<file path="src/rtl/seq_ctrl_unit.sv">
// Timing-sequence and interrupt-cycle controller: T-state counter, S/R flags, IEN, vectored IRQ entry.
// Optional: define SEQ_IRQ_ROUND_ROBIN_EN for round-robin channel arbitration (default fixed lowest-index).
module seq_ctrl_unit #(
  parameter int unsigned T_STATES     = 16,
  parameter int unsigned IRQ_CH       = 4,
  parameter int unsigned ADDR_W       = 12,
  parameter int unsigned VEC_BASE     = 0,
  parameter int unsigned VEC_STRIDE   = 2,
  parameter bit          RUN_ON_RESET = 1'b1
) (
  input  logic                                           clk,
  input  logic                                           rst,
  input  logic                                           t_clr,
  input  logic                                           halt_req,
  input  logic                                           run_req,
  input  logic                                           ien_set,
  input  logic                                           ien_clr,
  input  logic [IRQ_CH-1:0]                              irq_flag,
  input  logic [IRQ_CH-1:0]                              irq_mask,
  output logic [$clog2(T_STATES)-1:0]                    t_count,
  output logic [T_STATES-1:0]                            t_onehot,
  output logic                                           r_flag,
  output logic                                           running,
  output logic                                           ien,
  output logic [((IRQ_CH > 1) ? $clog2(IRQ_CH) : 1)-1:0] irq_id,
  output logic [ADDR_W-1:0]                              irq_vec,
  output logic [IRQ_CH-1:0]                              int_ack,
  output logic                                           seq_overrun
);

  localparam int unsigned CW = $clog2(T_STATES);
  localparam int unsigned IW = (IRQ_CH > 1) ? $clog2(IRQ_CH) : 1;
  localparam logic [CW-1:0] T_LAST = CW'(T_STATES - 1);

  typedef enum logic [1:0] {
    MODE_HALT,
    MODE_RUN,
    MODE_IRQ
  } mode_t;

  mode_t             state;
  logic [IRQ_CH-1:0] pending;
  logic [IW-1:0]     win_id;
  logic [ADDR_W-1:0] win_vec;
  logic              take_irq;
  logic              r_exit;

`ifdef SEQ_IRQ_ROUND_ROBIN_EN
  logic [IW-1:0] rr_ptr;

  // Channels at or above the pointer outrank those below it; lowest index wins within each group.
  always_comb begin
    win_id = '0;
    for (int i = int'(IRQ_CH) - 1; i >= 0; i--) begin
      if (pending[i] && (IW'(i) < rr_ptr)) win_id = IW'(i);
    end
    for (int i = int'(IRQ_CH) - 1; i >= 0; i--) begin
      if (pending[i] && (IW'(i) >= rr_ptr)) win_id = IW'(i);
    end
  end
`else
  always_comb begin
    win_id = '0;
    for (int i = int'(IRQ_CH) - 1; i >= 0; i--) begin
      if (pending[i]) win_id = IW'(i);
    end
  end
`endif

  assign pending  = irq_flag & irq_mask;
  assign win_vec  = ADDR_W'(VEC_BASE + 32'(win_id) * VEC_STRIDE);
  assign take_irq = (state == MODE_RUN) && !halt_req && (t_count >= CW'(3)) && ien && (|pending);
  assign r_exit   = (state == MODE_IRQ) && (t_count == CW'(2));

  always_ff @(posedge clk) begin
    if (rst) begin
      state       <= RUN_ON_RESET ? MODE_RUN : MODE_HALT;
      running     <= RUN_ON_RESET;
      r_flag      <= 1'b0;
      t_count     <= '0;
      t_onehot    <= T_STATES'(RUN_ON_RESET);
      ien         <= 1'b0;
      irq_id      <= '0;
      irq_vec     <= ADDR_W'(VEC_BASE);
      int_ack     <= '0;
      seq_overrun <= 1'b0;
`ifdef SEQ_IRQ_ROUND_ROBIN_EN
      rr_ptr      <= '0;
`endif
    end else begin
      int_ack <= '0;

      if (r_exit)       ien <= 1'b0;
      else if (ien_clr) ien <= 1'b0;
      else if (ien_set) ien <= 1'b1;

      case (state)
        MODE_HALT: begin
          if (run_req) begin
            state    <= MODE_RUN;
            running  <= 1'b1;
            t_onehot <= T_STATES'(1);
          end
        end
        MODE_RUN: begin
          if (halt_req) begin
            state    <= MODE_HALT;
            running  <= 1'b0;
            t_count  <= '0;
            t_onehot <= '0;
          end else if (take_irq) begin
            // Entry always restarts the count so the R cycle runs T0..T2.
            state    <= MODE_IRQ;
            r_flag   <= 1'b1;
            t_count  <= '0;
            t_onehot <= T_STATES'(1);
            irq_id   <= win_id;
            irq_vec  <= win_vec;
          end else if (t_clr) begin
            t_count  <= '0;
            t_onehot <= T_STATES'(1);
          end else if (t_count == T_LAST) begin
            t_count     <= '0;
            t_onehot    <= T_STATES'(1);
            seq_overrun <= 1'b1;
          end else begin
            t_count  <= t_count + CW'(1);
            t_onehot <= t_onehot << 1;
          end
        end
        MODE_IRQ: begin
          if (r_exit) begin
            state    <= MODE_RUN;
            r_flag   <= 1'b0;
            t_count  <= '0;
            t_onehot <= T_STATES'(1);
            int_ack  <= IRQ_CH'(1) << irq_id;
`ifdef SEQ_IRQ_ROUND_ROBIN_EN
            rr_ptr   <= (irq_id == IW'(IRQ_CH - 1)) ? '0 : irq_id + IW'(1);
`endif
          end else begin
            t_count  <= t_count + CW'(1);
            t_onehot <= t_onehot << 1;
          end
        end
        default: begin
          state    <= MODE_HALT;
          running  <= 1'b0;
          r_flag   <= 1'b0;
          t_count  <= '0;
          t_onehot <= '0;
        end
      endcase
    end
  end

endmodule

</file>
<file path="config.mk">
export PLATFORM = sky130hd
export DESIGN_NAME = seq_ctrl_unit
export DESIGN_NICKNAME = d
export VERILOG_FILES = /design/src/rtl/seq_ctrl_unit.sv
export SDC_FILE = /design/constraint.sdc
export NUM_CORES = 1
export LEC_CHECK = 0
export CORE_MARGIN = 8
export CORE_UTILIZATION = 44
export CTS_CLUSTER_SIZE = 14
export DETAILED_ROUTE_END_ITERATION = 16
export PLACE_DENSITY = 0.79
export SLEW_MARGIN = 20
export SYNTH_ARGS = -nofsm -noshare
export SYNTH_HDL_FRONTEND = slang
export SYNTH_SLANG_ARGS = --single-unit
</file>
<file path="constraint.sdc">
create_clock -name clk -period 2.5 [get_ports clk]
set_input_delay 0.75 -clock clk [delete_from_list [all_inputs] [get_ports clk]]
set_output_delay 0.75 -clock clk [all_outputs]
set_load 0.01 [all_outputs]
</file>
==> impl_metrics.py <==
metrics = {
    "worst_setup_path": {
        "critPathMaxFanout": 3,
        "critPathKind": "in -> reg",
        "startpoint": "halt_req",
        "critPathRequiredTime_ns": 2.76,
        "r2r_start": "t_count[0]",
        "critPathLaunchType": "input port",
        "arrival_ns": 2.66,
        "worstSetupEndpointType": "flop",
    },
    "place": {
        "place_ws_ns": -0.311,
        "post-dp-hpwl_um": 2800,
        "gp_congestion": 0.820,
        "port_buffers": 46,
    },
    "sta": {
        "slew_viol_final": 0,
        "period_share": 0.960,
        "skew_ns": 0.0123,
        "report.final.hold_viol_count": 0,
        "setup_violations": 0,
        "fin_tns_setup_ns": 0,
        "finalWorstSetupSlack_ns": 0.0998,
        "rsz0062_at_grt": "false",
        "max_freq_mhz": 417,
        "fin_crit_ns": 2.40,
    },
    "synth": {
        "ys_warn_count": 0,
        "syn_area_um2": 1570,
        "synth_cells": 183,
        "synth_edf_count": 0,
        "synthFlopType": "dfxtp_1",
        "async_flop_share": 0,
        "syn_avg_cell_area_um2": 8.59,
        "ys_seq_elements": 32,
        "ys_seq_area_frac": 0.407,
        "netlist-cell-type-count": 43,
    },
    "layout": {
        "antenna_cells": 0,
        "fillers": 291,
        "syn_to_final_growth_pct": 38.1,
        "drive_gt1_frac": 0.106,
        "finalNetCount": 255,
    },
    "die": {
        "core_area_um2": 3390,
        "pin_count": 57,
        "start_util": 0.464,
        "die_area_um2": 5740,
        "fp.dieH_um": 75.8,
        "fp.dieW_um": 75.8,
        "fp-row-count": 21,
    },
    "grt": {
        "busiest_layer": "met2",
        "met1_usage": 0.149,
        "grtUsageTotal": 0.136,
        "use_met2": 0.239,
        "grt_max_degree": 18,
        "overflow": 0,
        "grt_pass1_vias": 1423,
        "grt_pass1_wl_um": 6090,
        "grtUsageMet3": 0.0421,
        "antenna_found_initial": 0,
    },
    "clocking": {
        "cts_buffers": 5,
        "cts.sinks": 32,
        "cts_resized": 0,
        "cts_setup_buffers": 0,
        "clk_path_buf_depth": 2,
        "clock_latency_ns": 0.33,
        "htree_levels": 2,
        "clkSlewWorstSetupHoldPaths_ns": 0.10,
        "cts-root-buf": "clkbuf_4",
        "cts_tree": "yes",
        "hold_buffers": 0,
    },
    "route": {
        "drtIter0Drc": 69,
        "routedWlPerCell_um": 13.5,
        "vias": 1451,
        "drc": 0,
        "first_pass_iters": 4,
        "drt-vias-per-instance": 5.16,
        "wl_um": 3800,
        "antenna_left": 0,
    },
    "min_path": {
        "hp-start": "t_onehot[15]",
        "hold_path.class": "reg -> reg",
    },
    "power": {
        "power.total_mw": 1.28,
        "ir_worst_vdd_v": 0.000281,
        "pwr_density_cell_nw_per_um2": 587,
        "power.leakage_nw": 0.897,
    },
    "run": {
        "cap_violations": 0,
    },
    "status": {
        "outcome": "finished clean",
    },
}
-- where the power goes --
group / internal, mW / switching, mW / total [mW]
clock network: 0.210 / 0.173 / 0.383
registers: 0.531 / 0.0195 / 0.550
logic: 0.159 / 0.183 / 0.342
-- sequential cells by signal, indices dropped and copies added (netlist names) --
register	flops
t_onehot	16
int_ack	4
t_count	4
irq_vec	2
state	2
ien	1
r_flag	1
running	1
seq_overrun	1
-- cell type report --
cell class	instances	area (um2)	share of cell area
clock inverters	2	35.0	0.0161
clock buffers	6	41.3	0.0190
multi-input cells	132	800	0.368
well taps	46	57.6	0.0265
flip-flops and latches	32	641	0.295
repair buffers	57	576	0.265
inverters	6	22.5	0.0104
-- per-layer routing --
layer	share of wire	up-vias	wire length, um
met3	0.072	5	274
met5	0	-	0
met4	0.012	0	46
li1	-	727	-
met2	0.48	41	1830
met1	0.43	678	1640
-- critical path: stages --
cell and delay, ns:
clkdlybuf4s50_1 0.46, and2b_1 0.20, o2111a_4 0.15, o41a_1 0.40, or4b_1 0.51, a31oi_1 0.19
-- per-stage QoR --
stage,instances,instance area (um2),hold WS (ns),utilization
after CTS,281,2140,0.479,0.633
after floorplan,192,1610,0.481,-
after detailed placement,273,2070,0.465,0.610
after global placement,273,2070,0.447,0.610
final,281,2170,0.476,0.641
after global routing,281,2170,0.494,0.641
-- synth_stat cells (all sizes together), types with 2 or more instances --
| library cell | number | share of area |
|---|---|---|
| o21ai | 3 | 0.0095 |
| buf | 17 | 0.084 |
| nand2 | 23 | 0.055 |
| or3 | 2 | 0.011 |
| mux2i | 2 | 0.013 |
| nand3 | 18 | 0.057 |
| o41ai | 2 | 0.023 |
| o211ai | 2 | 0.0095 |
| nor2 | 12 | 0.029 |
| and3 | 2 | 0.0088 |
| nand2b | 2 | 0.0080 |
| a22o | 2 | 0.011 |
| nor3 | 3 | 0.0095 |
| a21oi | 22 | 0.070 |
| inv | 6 | 0.014 |
| or3b | 2 | 0.011 |
| a31oi | 2 | 0.0080 |
| ha | 6 | 0.048 |
| dfxtp | 32 | 0.41 |
| clkbuf | 5 | 0.012 |
-- worst paths after layout --
path | endpoint | slack [ns] | cells past startpoint
worst max register to register | t_count[2] | 0.22 | 6
worst max-delay path | t_count[2] | 0.1 | 6
worst min-delay path | t_onehot[15] | 0.48 | 2
worst min register to register | t_onehot[15] | 0.48 | 2
-- cells in the final DEF, fill, tap and decap left out, types with 6 or more instances in the layout --
| master | instances |
|---|---|
| nand2_1 | 23 |
| conb_1 | 10 |
| dfxtp_1 | 32 |
| ha_1 | 6 |
| inv_1 | 6 |
| nor2_1 | 12 |
| nand3_1 | 18 |
| buf_4 | 10 |
| a21oi_1 | 22 |
| clkdlybuf4s50_1 | 38 |
| dlymetal6s2s_1 | 8 |
-- cells by family (layout without fill, tap and decap cells) --
group | count (synthesis) | after routing | share of synthesized area
flops | 32 | 32 | 0.407
compound gates | 43 | 43 | 0.196
fa+ha+maj | 6 | 6 | 0.0477
simple gates | 71 | 71 | 0.224
buf+inv | 28 | 71 | 0.111
other cells | 1 | 10 | 0.00238
mux | 2 | 2 | 0.0127
(Power assumes the default switching activity.)
